$ cat config.mk
export PLATFORM = sky130hd
export DESIGN_NAME = arilla_bus_arbiter
export DESIGN_NICKNAME = d
export VERILOG_FILES = /design/src/rtl/arilla_bus_arbiter.sv
export SDC_FILE = /design/constraint.sdc
export NUM_CORES = 1
export LEC_CHECK = 0
export CAP_MARGIN = 20
export CELL_PAD_IN_SITES_DETAIL_PLACEMENT = 0
export CELL_PAD_IN_SITES_GLOBAL_PLACEMENT = 1
export CORE_ASPECT_RATIO = 0.5
export CORE_UTILIZATION = 11
export DETAILED_ROUTE_END_ITERATION = 8
export PLACE_DENSITY = 0.95
export SLEW_MARGIN = 20
export SYNTH_ARGS = -nofsm -noshare
export SYNTH_HDL_FRONTEND = slang
export SYNTH_SLANG_ARGS = --single-unit
export TNS_END_PERCENT = 100
$ cat constraint.sdc
create_clock -name clk -period 3 [get_ports clk]
set_input_delay 0.75 -clock clk [delete_from_list [all_inputs] [get_ports clk]]
set_output_delay 0.75 -clock clk [all_outputs]
set_load 0.005 [all_outputs]
$ cat src/rtl/arilla_bus_arbiter.sv
// Round-robin arbiter that shares one arilla peripheral bus among NumControllers controllers.
// Optional: define ARILLA_ARB_DEBUG_PRIORITY_EN to give controller 0 (debug module) absolute priority.
module arilla_bus_arbiter #(
  parameter int NumControllers   = 2,
  parameter int DataWidth        = 32,
  parameter int ByteAddressWidth = 32,
  parameter int ByteSize         = 8,
  parameter int MaxBurst         = 4,
  localparam int BytesPerWord     = DataWidth / ByteSize,
  localparam int WordAddressWidth = ByteAddressWidth - $clog2(BytesPerWord)
) (
  input  logic                                   clk,
  input  logic                                   rst_n,
  input  logic [NumControllers*DataWidth-1:0]        c_data_ctp,
  input  logic [NumControllers*WordAddressWidth-1:0] c_address,
  input  logic [NumControllers*BytesPerWord-1:0]     c_byte_enable,
  input  logic [NumControllers-1:0]              c_read,
  input  logic [NumControllers-1:0]              c_write,
  output logic [NumControllers-1:0]              c_grant,
  output logic [DataWidth-1:0]                   c_data_ptc,
  output logic [NumControllers-1:0]              c_rvalid,
  output logic [NumControllers-1:0]              c_available,
  output logic [NumControllers-1:0]              c_intercept,
  output logic [DataWidth-1:0]                   p_data_ctp,
  output logic [WordAddressWidth-1:0]            p_address,
  output logic [BytesPerWord-1:0]                p_byte_enable,
  output logic                                   p_read,
  output logic                                   p_write,
  input  logic [DataWidth-1:0]                   p_data_ptc,
  input  logic                                   p_available,
  input  logic                                   p_intercept
);

  localparam int OwnerWidth = (NumControllers > 1) ? $clog2(NumControllers) : 1;
  localparam int CntWidth   = (MaxBurst > 1) ? $clog2(MaxBurst) : 1;

  typedef enum logic {IDLE, OWNED} state_t;

  state_t                state, state_next;
  logic [OwnerWidth-1:0] owner, owner_next, rr_ptr, rr_ptr_next, resp_owner;
  logic [OwnerWidth-1:0] arb_base, arb_winner, arb_cand, ptr_after_owner;
  logic [CntWidth-1:0]   beat_cnt, beat_cnt_next;
  logic                  resp_pending;
  logic [NumControllers-1:0] req;
  logic owner_req, owner_rd, owner_wr, beat, burst_last, preempt, keep_ptr;
  logic release_own, arb_found;

  assign req             = c_read | c_write;
  assign owner_req       = req[owner];
  assign owner_rd        = c_read[owner];
  assign owner_wr        = c_write[owner] & ~c_read[owner];
  assign beat            = (state == OWNED) && owner_req;
  assign ptr_after_owner = OwnerWidth'((int'(owner) + 1) % NumControllers);

`ifdef ARILLA_ARB_DEBUG_PRIORITY_EN
  assign preempt    = req[0] && (owner != '0);
  assign burst_last = (owner != '0) && (beat_cnt == CntWidth'(MaxBurst - 1));
  assign keep_ptr   = (owner == '0);
`else
  assign preempt    = 1'b0;
  assign burst_last = (beat_cnt == CntWidth'(MaxBurst - 1));
  assign keep_ptr   = 1'b0;
`endif

  assign release_own = (state == OWNED) && (!owner_req || (beat && (burst_last || preempt)));
  // On release the search starts just past the old owner, so it competes last for the next slot.
  assign arb_base    = (state == OWNED && !keep_ptr) ? ptr_after_owner : rr_ptr;

  always_comb begin
    arb_found  = 1'b0;
    arb_winner = '0;
    arb_cand   = '0;
    for (int k = 0; k < NumControllers; k++) begin
      arb_cand = OwnerWidth'((int'(arb_base) + k) % NumControllers);
      if (!arb_found && req[arb_cand]) begin
        arb_found  = 1'b1;
        arb_winner = arb_cand;
      end
    end
`ifdef ARILLA_ARB_DEBUG_PRIORITY_EN
    if (req[0]) begin
      arb_found  = 1'b1;
      arb_winner = '0;
    end
`endif
  end

  always_ff @(posedge clk or negedge rst_n) begin
    if (!rst_n) begin
      state        <= IDLE;
      owner        <= '0;
      rr_ptr       <= '0;
      beat_cnt     <= '0;
      resp_pending <= 1'b0;
      resp_owner   <= '0;
    end else begin
      state        <= state_next;
      owner        <= owner_next;
      rr_ptr       <= rr_ptr_next;
      beat_cnt     <= beat_cnt_next;
      resp_pending <= beat && owner_rd;
      resp_owner   <= owner;
    end
  end

  always_comb begin
    state_next    = state;
    owner_next    = owner;
    rr_ptr_next   = rr_ptr;
    beat_cnt_next = beat_cnt;
    case (state)
      IDLE: begin
        if (arb_found) begin
          state_next = OWNED;
          owner_next = arb_winner;
        end
      end
      OWNED: begin
        if (release_own) begin
          beat_cnt_next = '0;
          if (!keep_ptr) rr_ptr_next = ptr_after_owner;
          if (arb_found) owner_next = arb_winner;
          else           state_next = IDLE;
        end else if (beat) begin
          beat_cnt_next = beat_cnt + CntWidth'(1);
        end
      end
      default: state_next = IDLE;
    endcase
  end

  // The bus only carries the owner's request in cycles where a beat actually fires.
  always_comb begin
    c_grant       = '0;
    c_rvalid      = '0;
    c_available   = '0;
    c_intercept   = '0;
    c_data_ptc    = '0;
    p_data_ctp    = '0;
    p_address     = '0;
    p_byte_enable = '0;
    p_read        = 1'b0;
    p_write       = 1'b0;
    for (int i = 0; i < NumControllers; i++) begin
      if (beat && owner == OwnerWidth'(i)) begin
        c_grant[i]     = 1'b1;
        c_available[i] = p_available;
        c_intercept[i] = p_intercept;
        p_data_ctp     = c_data_ctp[i*DataWidth +: DataWidth];
        p_address      = c_address[i*WordAddressWidth +: WordAddressWidth];
        p_byte_enable  = c_byte_enable[i*BytesPerWord +: BytesPerWord];
      end
      if (resp_pending && resp_owner == OwnerWidth'(i)) c_rvalid[i] = 1'b1;
    end
    if (beat) begin
      p_read  = owner_rd;
      p_write = owner_wr;
    end
    if (resp_pending) c_data_ptc = p_data_ptc;
  end

endmodule

# Word level (Yosys, flattened, before mapping)
# Cells that the tools add are included.
[word_totals] register_bits=7 out_inout_bits=108 wordCells=75
[op_classes] addsub=3 order_cmp=3 eq_ne=2 mux=40 n_bitwise=6 n_reduce_logical=15
[ops] operator="32-bit 2-to-1 mux" count=3
[ops] operator="30-bit 2-to-1 mux" count=2
[ops] operator="1-bit 2-to-1 mux" count=29
[ops] operator="1-bit logical AND" count=9
[ops] operator="4-bit 2-to-1 mux" count=2
[ops] operator="1-bit by 2-bit < comparator with 1-bit output (second input constant)" count=3
[ops] operator="2-bit 2-to-1 mux" count=2
[ops] operator="1-bit NOT" count=4
[ops] operator="1-bit one-hot mux with 2 select lines" count=2
[ops] operator="2-bit AND reduction" count=2
[ops] operator="1-bit adder (second input constant)" count=2
[ops] operator="2-bit by 1-bit adder with 2-bit output (second input constant)" count=1
[ops] operator="2-bit equality test (second input constant)" count=1
[ops] operator="1-bit logical NOT" count=2
[ops] operator="2-bit by 1-bit != test with 1-bit output (second input constant)" count=1
[ops] operator="2-bit bitwise OR" count=1
[ops] operator="2-bit nonzero test" count=1
[ops] operator="1-bit AND" count=1
[ops] operator="1-bit logical OR" count=1

# Logic depth before layout (Yosys ltp)
# Gate-level depths: netlist (run 1).
[logic_depth] ltp_word=11 mapped_depth=6 ltp_nobuf=4

# Worst setup path after synthesis (run 1)
# No wires, ideal clock.
[synth_path] path_kind="input -> output" startpoint="input port c_write[1]" endpoint="output port p_address[0]" arrival_time_ps=1558 required_ps=2250 setup_slack_ps=692 path_stages=5 cell_sequence="o211a_1 -> buf_6 -> buf_6 -> buf_6 -> a22o_1"
[synth_between] elab_chain_cells=7 elab_cells_between_ends=8 cone_classes="mux (4); bitwise (1); reduce/logical (3)"
[synth_lines] item="from (decl)" line="18" rtl="input logic [NumControllers-1:0] c_write,"
[synth_lines] item="2-bit bitwise OR *" line="48" rtl="assign req = c_read | c_write;"
[synth_lines] item="1-bit 2-to-1 mux (not written as such) * (2 in a row)" line="49" rtl="assign owner_req = req[owner];"
[synth_lines] item="1-bit logical AND *" line="52" rtl="assign beat = (state == OWNED) && owner_req;"
[synth_lines] item="1-bit logical AND" line="145" rtl="if (beat && owner == OwnerWidth'(i)) begin"
[synth_lines] item="30-bit 2-to-1 mux" line="145"
[synth_lines] item="30-bit 2-to-1 mux *" line="145"
[synth_lines] item="to (decl)" line="25" rtl="output logic [WordAddressWidth-1:0] p_address,"
# Every way passes the cells marked *; elsewhere a longest branch is shown, timed or not. The select of a mux whose other input is x is not followed.

# Final worst setup path (run 1)
[layout_path] startpoint="input port c_write[1]" endpoint="output port p_data_ctp[30]"
[layout_between] elab_chain_cells=7 elab_cells_between_ends=8 cone_classes="mux (4); bitwise (1); reduce/logical (3)"
[layout_lines] item="2-bit bitwise OR *" line="48"
[layout_lines] item="1-bit 2-to-1 mux (not written as such) * (2 in a row)" line="49"
[layout_lines] item="1-bit logical AND *" line="52"
[layout_lines] item="1-bit logical AND" line="145"
[layout_lines] item="32-bit 2-to-1 mux" line="145"
[layout_lines] item="32-bit 2-to-1 mux *" line="145"
[layout_lines] item="to (decl)" line="24" rtl="output logic [DataWidth-1:0] p_data_ctp,"
# Marked as above.

==> flow_summary.ini, run 1 <==
[setup_path]
timing.setup.critical_path_class = input pin to output pin
worst_path_max_delay_cell = clkdlybuf4s50_1
required_ns = 2.25
cp_top_family = buffers and inverters
worstReg2RegEnd = beat_cnt[0]
end_kind = output pin
r2r-start = owner
worstRegToRegCells = 4
cp-start-kind = input pin
crit_chain = dlygate4sd2_1, o211a_4, buf_12, a22o_1, clkdlybuf4s50_1
worst-path-max-fanout = 33
worstPathBufferInverterCount = 3
max_stage_delay_ns = 0.46
reg2reg_slack_ns = 1.49
crit_arrival_ns = 2.21

[clock_network]
insertion_delay_ns = 0.23
root_buffer = clkbuf_16
cts_tree = yes
htree_levels = 1
clock_path_buffers = 2
cts_buffers = 3
cts.sinks = 7
clkTransAtPathRegs_ns = 0.04
cts_hold_buffers = 0

[synth]
synth-main-ff-cell = dfrtp_1
yosysSeqAreaShare_pct = 13.37
syn-num-nets = 331
synth_area_leaders = a22o_1 (44%), and2_1 (18%), dfrtp_1 (13%)
synthCells = 158
synth-seq-cells = 7
synthTopCellsByCount = a22o_1 (66), and2_1 (37), buf_2 (10)
yosysTopAreaCell = a22o_1
avgSynthCellArea_um2 = 8.291
yosysWarnings = 0
netlist_area_um2 = 1310
yosysMostFrequentCell = a22o_1
async_reset_ff_share_pct = 100.0
synth.top_cell.area_share_pct = 44.13
synth_enable_flop_cells = 0
synth.distinct_cells = 28

[sta]
tightest_slew_ns = 0.7086
clock.fmax_mhz = 338.4
clock_skew_ns = 0.001230
hold_viol = 0
hold_ws_ns = 0.4994
fin_crit_ns = 2.955
slew_headroom_pct = 52.76
fin_crit_sh_pct = 98.51
rsz0062_at_grt = false
fin_ws_ns = 0.04482
drv_slew = 0
setup_violations = 0

[floorplan]
core_area_um2 = 11280
die_width_um = 156.3
start_util_pct = 11.61
dieArea_um2 = 12380
rows = 27
fp.dieH_um = 79.17
ios = 280

[route]
dr.pass1.iters = 6
routedWlPerCell_um = 17.87
vias = 2381
detail_route.iter0.violations = 57
wirelength_um = 10680
postRouteAntennaNets = 0
vias_per_cell = 3.982
drc_errors = 0

[place]
dpl_cell_area_um2 = 4265
gp_congestion = 0.7628
pre_cts_ws_ns = -0.2984
io_buffers = 279
dp_hpwl_um = 8554

[global_routing]
grt_pass1_vias = 2399
gr-total-overflow = 0
track_usage_pct = 15.65
grt_max_degree = 35
grt_pass1_wl_um = 14630
antenna_found_initial = 0

[worst_hold_path]
worstHoldPathType = flip-flop to flip-flop
min_path_cells = 1
hold_end = beat_cnt[1]
min_from = beat_cnt[1]

[cells_and_area]
area_delta_synth_final_pct = 250.0
nNetsFinal = 613
drive_gt1_share_pct = 7.062
fin_area_um2 = 4584
antenna_cells = 0

[run_status]
status = finished clean

[power]
ir_drop_uv = 207.6
powerDensity_nw_per_um2 = 525.3
p_leak_nw = 2.216

[flow_run]
drv_cap = 0
## stage by stage
step | setup TNS [ns] | utilization [%] | cells | total power [mW]
final | 0 | 40.63 | 598 | 2.408
after global routing | 0 | 40.63 | 598 | 2.545
after CTS | 0 | 39.91 | 597 | 2.466
after detailed placement | -11.61 | 37.80 | 585 | 2.057
after global placement | -10.65 | 37.80 | 585 | 2.040
after floorplan | 0 | - | 158 | 0.9114
## placed cells by master (no fill, tap or decap)
master	netlist	routed
dlygate4sd2_1	0	20
buf_16	0	2
clkdlybuf4s50_1	0	226
a22o_4	0	1
o31ai_1	1	1
o21ba_2	2	2
o2bb2ai_1	1	1
clkbuf_16	0	3
nand3b_1	1	1
and2_1	37	37
clkbuf_2	0	2
dfrtp_1	7	7
buf_8	0	1
nor2_4	1	2
nor2_1	2	2
a21oi_1	3	2
xor2_1	1	1
buf_6	4	2
a21oi_2	0	1
buf_12	0	6
ha_1	1	1
a22o_1	66	65
nand2b_1	1	1
nor2b_1	1	1
or3b_2	1	1
dlymetal6s2s_1	0	31
nand2b_4	1	1
o211a_4	0	1
o21ai_0	2	2
buf_4	2	6
clkbuf_1	3	1
a22oi_1	1	1
nand2_1	3	3
inv_1	2	2
a21boi_0	1	1
mux2i_1	1	1
## where the power goes
group          switching, mW  internal, mW
sequential            0.0599         0.130
clock                 0.0570         0.178
combinational          0.712          1.27
## final cells by class
cell class	instances	area, um2
repair buffers	296	3093
fillers	1121	6699
inverters	2	7.507
clock buffers	4	78.83
multi-input cells	130	1031
flip-flops and latches	7	175.2
well taps	159	198.9
## timing repair
item                                    in CTS  in global routing
gates resized for setup                     38                 36
gates cloned                                 2                  0
endpoints found under the setup margin      73                 34
buffers inserted                             6                  1
pin swaps                                    1                  1
## flip-flops by register name, indices dropped and copies added (netlist names)
signal        flops
owner             1
resp_pending      1
resp_owner        1
state             1
beat_cnt          2
rr_ptr            1
## metal layers
layer | up-vias | track usage, % | part of all wire [%]
met5 | - | 0 | 0
met4 | 0 | 3.725 | 1.1
met3 | 10 | 1.255 | 2.8
met2 | 32 | 27.41 | 53
met1 | 1169 | 20.81 | 44
li1 | 1170 | - | -
## how the worst max path moves through the flow
stage	startpoint	end	slack, ns	depth (start not counted)
floorplan	c_write[1]	p_address[0]	0.69	5
global placement	c_read[0]	p_address[26]	-0.30	6
detailed placement	c_read[0]	p_address[26]	-0.30	6
CTS	c_write[0]	p_address[10]	0.00003	8
global route	c_write[1]	p_data_ctp[9]	0.005	5
finish	c_write[1]	p_data_ctp[30]	0.04	5
## logic make-up (layout without fill, tap and decap cells)
kind of cell	after synthesis	after routing	share of synthesized area [%]
compound gates	78	78	50.72
xor+xnor	1	1	0.6687
fa+ha+maj	1	1	0.9550
buf+inv	21	302	9.837
flops	7	7	13.37
mux	1	1	0.7641
simple gates	49	49	23.69
(Power assumes the default switching activity.)
==> run 2, diff against run 1 <==
- CAP_MARGIN: 20 -> 5
- CORE_MARGIN: unset -> 2
==> flow_summary.ini, run 2 (same netlist as run 1, synthesis figures left out) <==
[run_status]
status = finished clean

[global_routing]
grt_use_met2_pct = 22.35
gr-total-overflow = 0
busiest_layer = met2
track_usage_pct = 13.67
grt_pass1_wl_um = 13440
grtUsageMet3_pct = 1.227
antenna_found_initial = 0
grt_pass1_vias = 2214
use_met1_pct = 19.93
grt_max_degree = 35

[place]
gp_congestion = 0.7902
dp_hpwl_um = 7973
dpl_cell_area_um2 = 4320
dp_cells = 594
io_buffers = 279

[power]
ir_drop_uv = 212.8
power_mw = 2.456
p_leak_nw = 2.007
powerDensity_nw_per_um2 = 535.3

[cells_and_area]
largest_reg_flops = 2
regMostFlops = beat_cnt
final_cell_mix = clkdlybuf4s50_1 (248), a22o_1 (66), and2_1 (37), dlygate4sd2_1 (17), dlymetal6s2s_1 (13)
fin_area_um2 = 4588
multi_input_comb_area_um2 = 1013
regArea_um2 = 175.2
antenna_cells = 0
final_common_cell = clkdlybuf4s50_1
nNetsFinal = 615
drive_gt1_share_pct = 6.576
area_delta_synth_final_pct = 250.2
fillCellCount = 1179
utilization_pct = 39.21
finalNonFillerCells = 606

[route]
wirelength_um = 9960
postRouteAntennaNets = 0
routedWlPerCell_um = 16.44
vias_per_cell = 3.899
drc_errors = 0
vias = 2363
detail_route.iter0.violations = 87
dr.pass1.iters = 4

[worst_hold_path]
worstHoldPathType = flip-flop to flip-flop

[sta]
clock.fmax_mhz = 337.5
drv_slew = 0
fin_crit_sh_pct = 98.76
slew_headroom_pct = 51.83
fin_tns_setup_ns = 0
clock_skew_ns = 0.0005082
hold_viol = 0
setup_violations = 0
rsz0062_at_grt = false
tightest_slew_ns = 0.7226
fin_crit_ns = 2.963

[floorplan]
die_width_um = 158.3
dieArea_um2 = 12850
rows = 28
core_area_um2 = 11700
fp.dieH_um = 81.17
start_util_pct = 11.20
ios = 280

[clock_network]
insertion_delay_ns = 0.23
clock_path_buffers = 2
clkTransAtPathRegs_ns = 0.04
cts_buffers = 3
htree_levels = 1
root_buffer = clkbuf_16
cts_tree = yes
cts.sinks = 7

[flow_run]
drv_cap = 0

[setup_path]
worst_path_max_delay_cell = clkdlybuf4s50_1
cp_top_family = buffers and inverters
crit_chain = dlygate4sd2_1, o211a_4, buf_12, a22o_1, clkdlybuf4s50_1
worst-path-max-fanout = 22
required_ns = 2.25
cp-start-kind = input pin
end_kind = output pin
crit_arrival_ns = 2.21
timing.setup.critical_path_class = input pin to output pin
max_stage_delay_ns = 0.45
worstPathBufferInverterCount = 3
run 2: changes by cell type in the layout (fill, tap and decap cells not counted), moves of 2 or more:
cell,change
clkdlybuf4s50_1,+22
dlymetal6s2s_1,-18
dlygate4sd2_1,-3
buf_4,+2
bufbuf_16,+2
clkbuf_2,-2
run 2: worst reg2reg max path, stage by stage, from the launching register on:
cell	delay (ns)
dfrtp_1	0.53
o211a_4	0.34
buf_4	0.21
o21ba_2	0.18
o31ai_1	0.22
run 2: stage by stage:
step                      setup WS [ns]  hold WS [ns]
final                           0.03717        0.5033
after detailed placement        -0.2467        0.4850
after global routing          0.0004035        0.5186
after global placement          -0.2446        0.4745
after floorplan                  0.6924        0.3745
after CTS                     -0.001503        0.4962
run 2: area by class of cell:
type | count | share of cell area (%)
Tap cell | 165 | 4.500
Multi-Input combinational cell | 130 | 22.09
Timing Repair Buffer | 298 | 67.71
Clock buffer | 4 | 1.718
Sequential cell | 7 | 3.818
Inverter | 2 | 0.1636
run 2: per-layer routing:
layer	wire length (um)	up-vias	share of wire (%)
met5	0	-	0
met4	53	0	0.53
met3	530	4	5.3
met2	4936	64	50
met1	4439	1119	45
li1	-	1176	-
run 2: final timing paths:
| kind | from | endpoint | slack (ns) | cells after the start |
|---|---|---|---|---|
| max in group asynchronous | rst_n | resp_pending | 1.97 | 1 |
| min reg2reg | beat_cnt[1] | beat_cnt[1] | 0.50 | 1 |
| min | beat_cnt[1] | beat_cnt[1] | 0.50 | 1 |
| max | c_read[1] | p_data_ctp[5] | 0.04 | 5 |
| min in group asynchronous | rst_n | state | 0.79 | 1 |
| max reg2reg | owner | beat_cnt[0] | 1.41 | 4 |
run 2: what timing repair did:
| action | 4_1_cts | 5_1_grt |
|---|---|---|
| gates cloned | 4 | 0 |
| buffers inserted | 3 | 1 |
| endpoints found under the setup margin | 73 | 45 |
| pin swaps | 2 | 5 |
| hold buffers | 0 | 0 |
| gates resized for setup | 20 | 17 |
run 2: where the power goes:
part           leakage (nW)  internal (mW)  switching, mW
combinational          1.89           1.35          0.687
clock                0.0382          0.177         0.0475
sequential           0.0824          0.130         0.0608
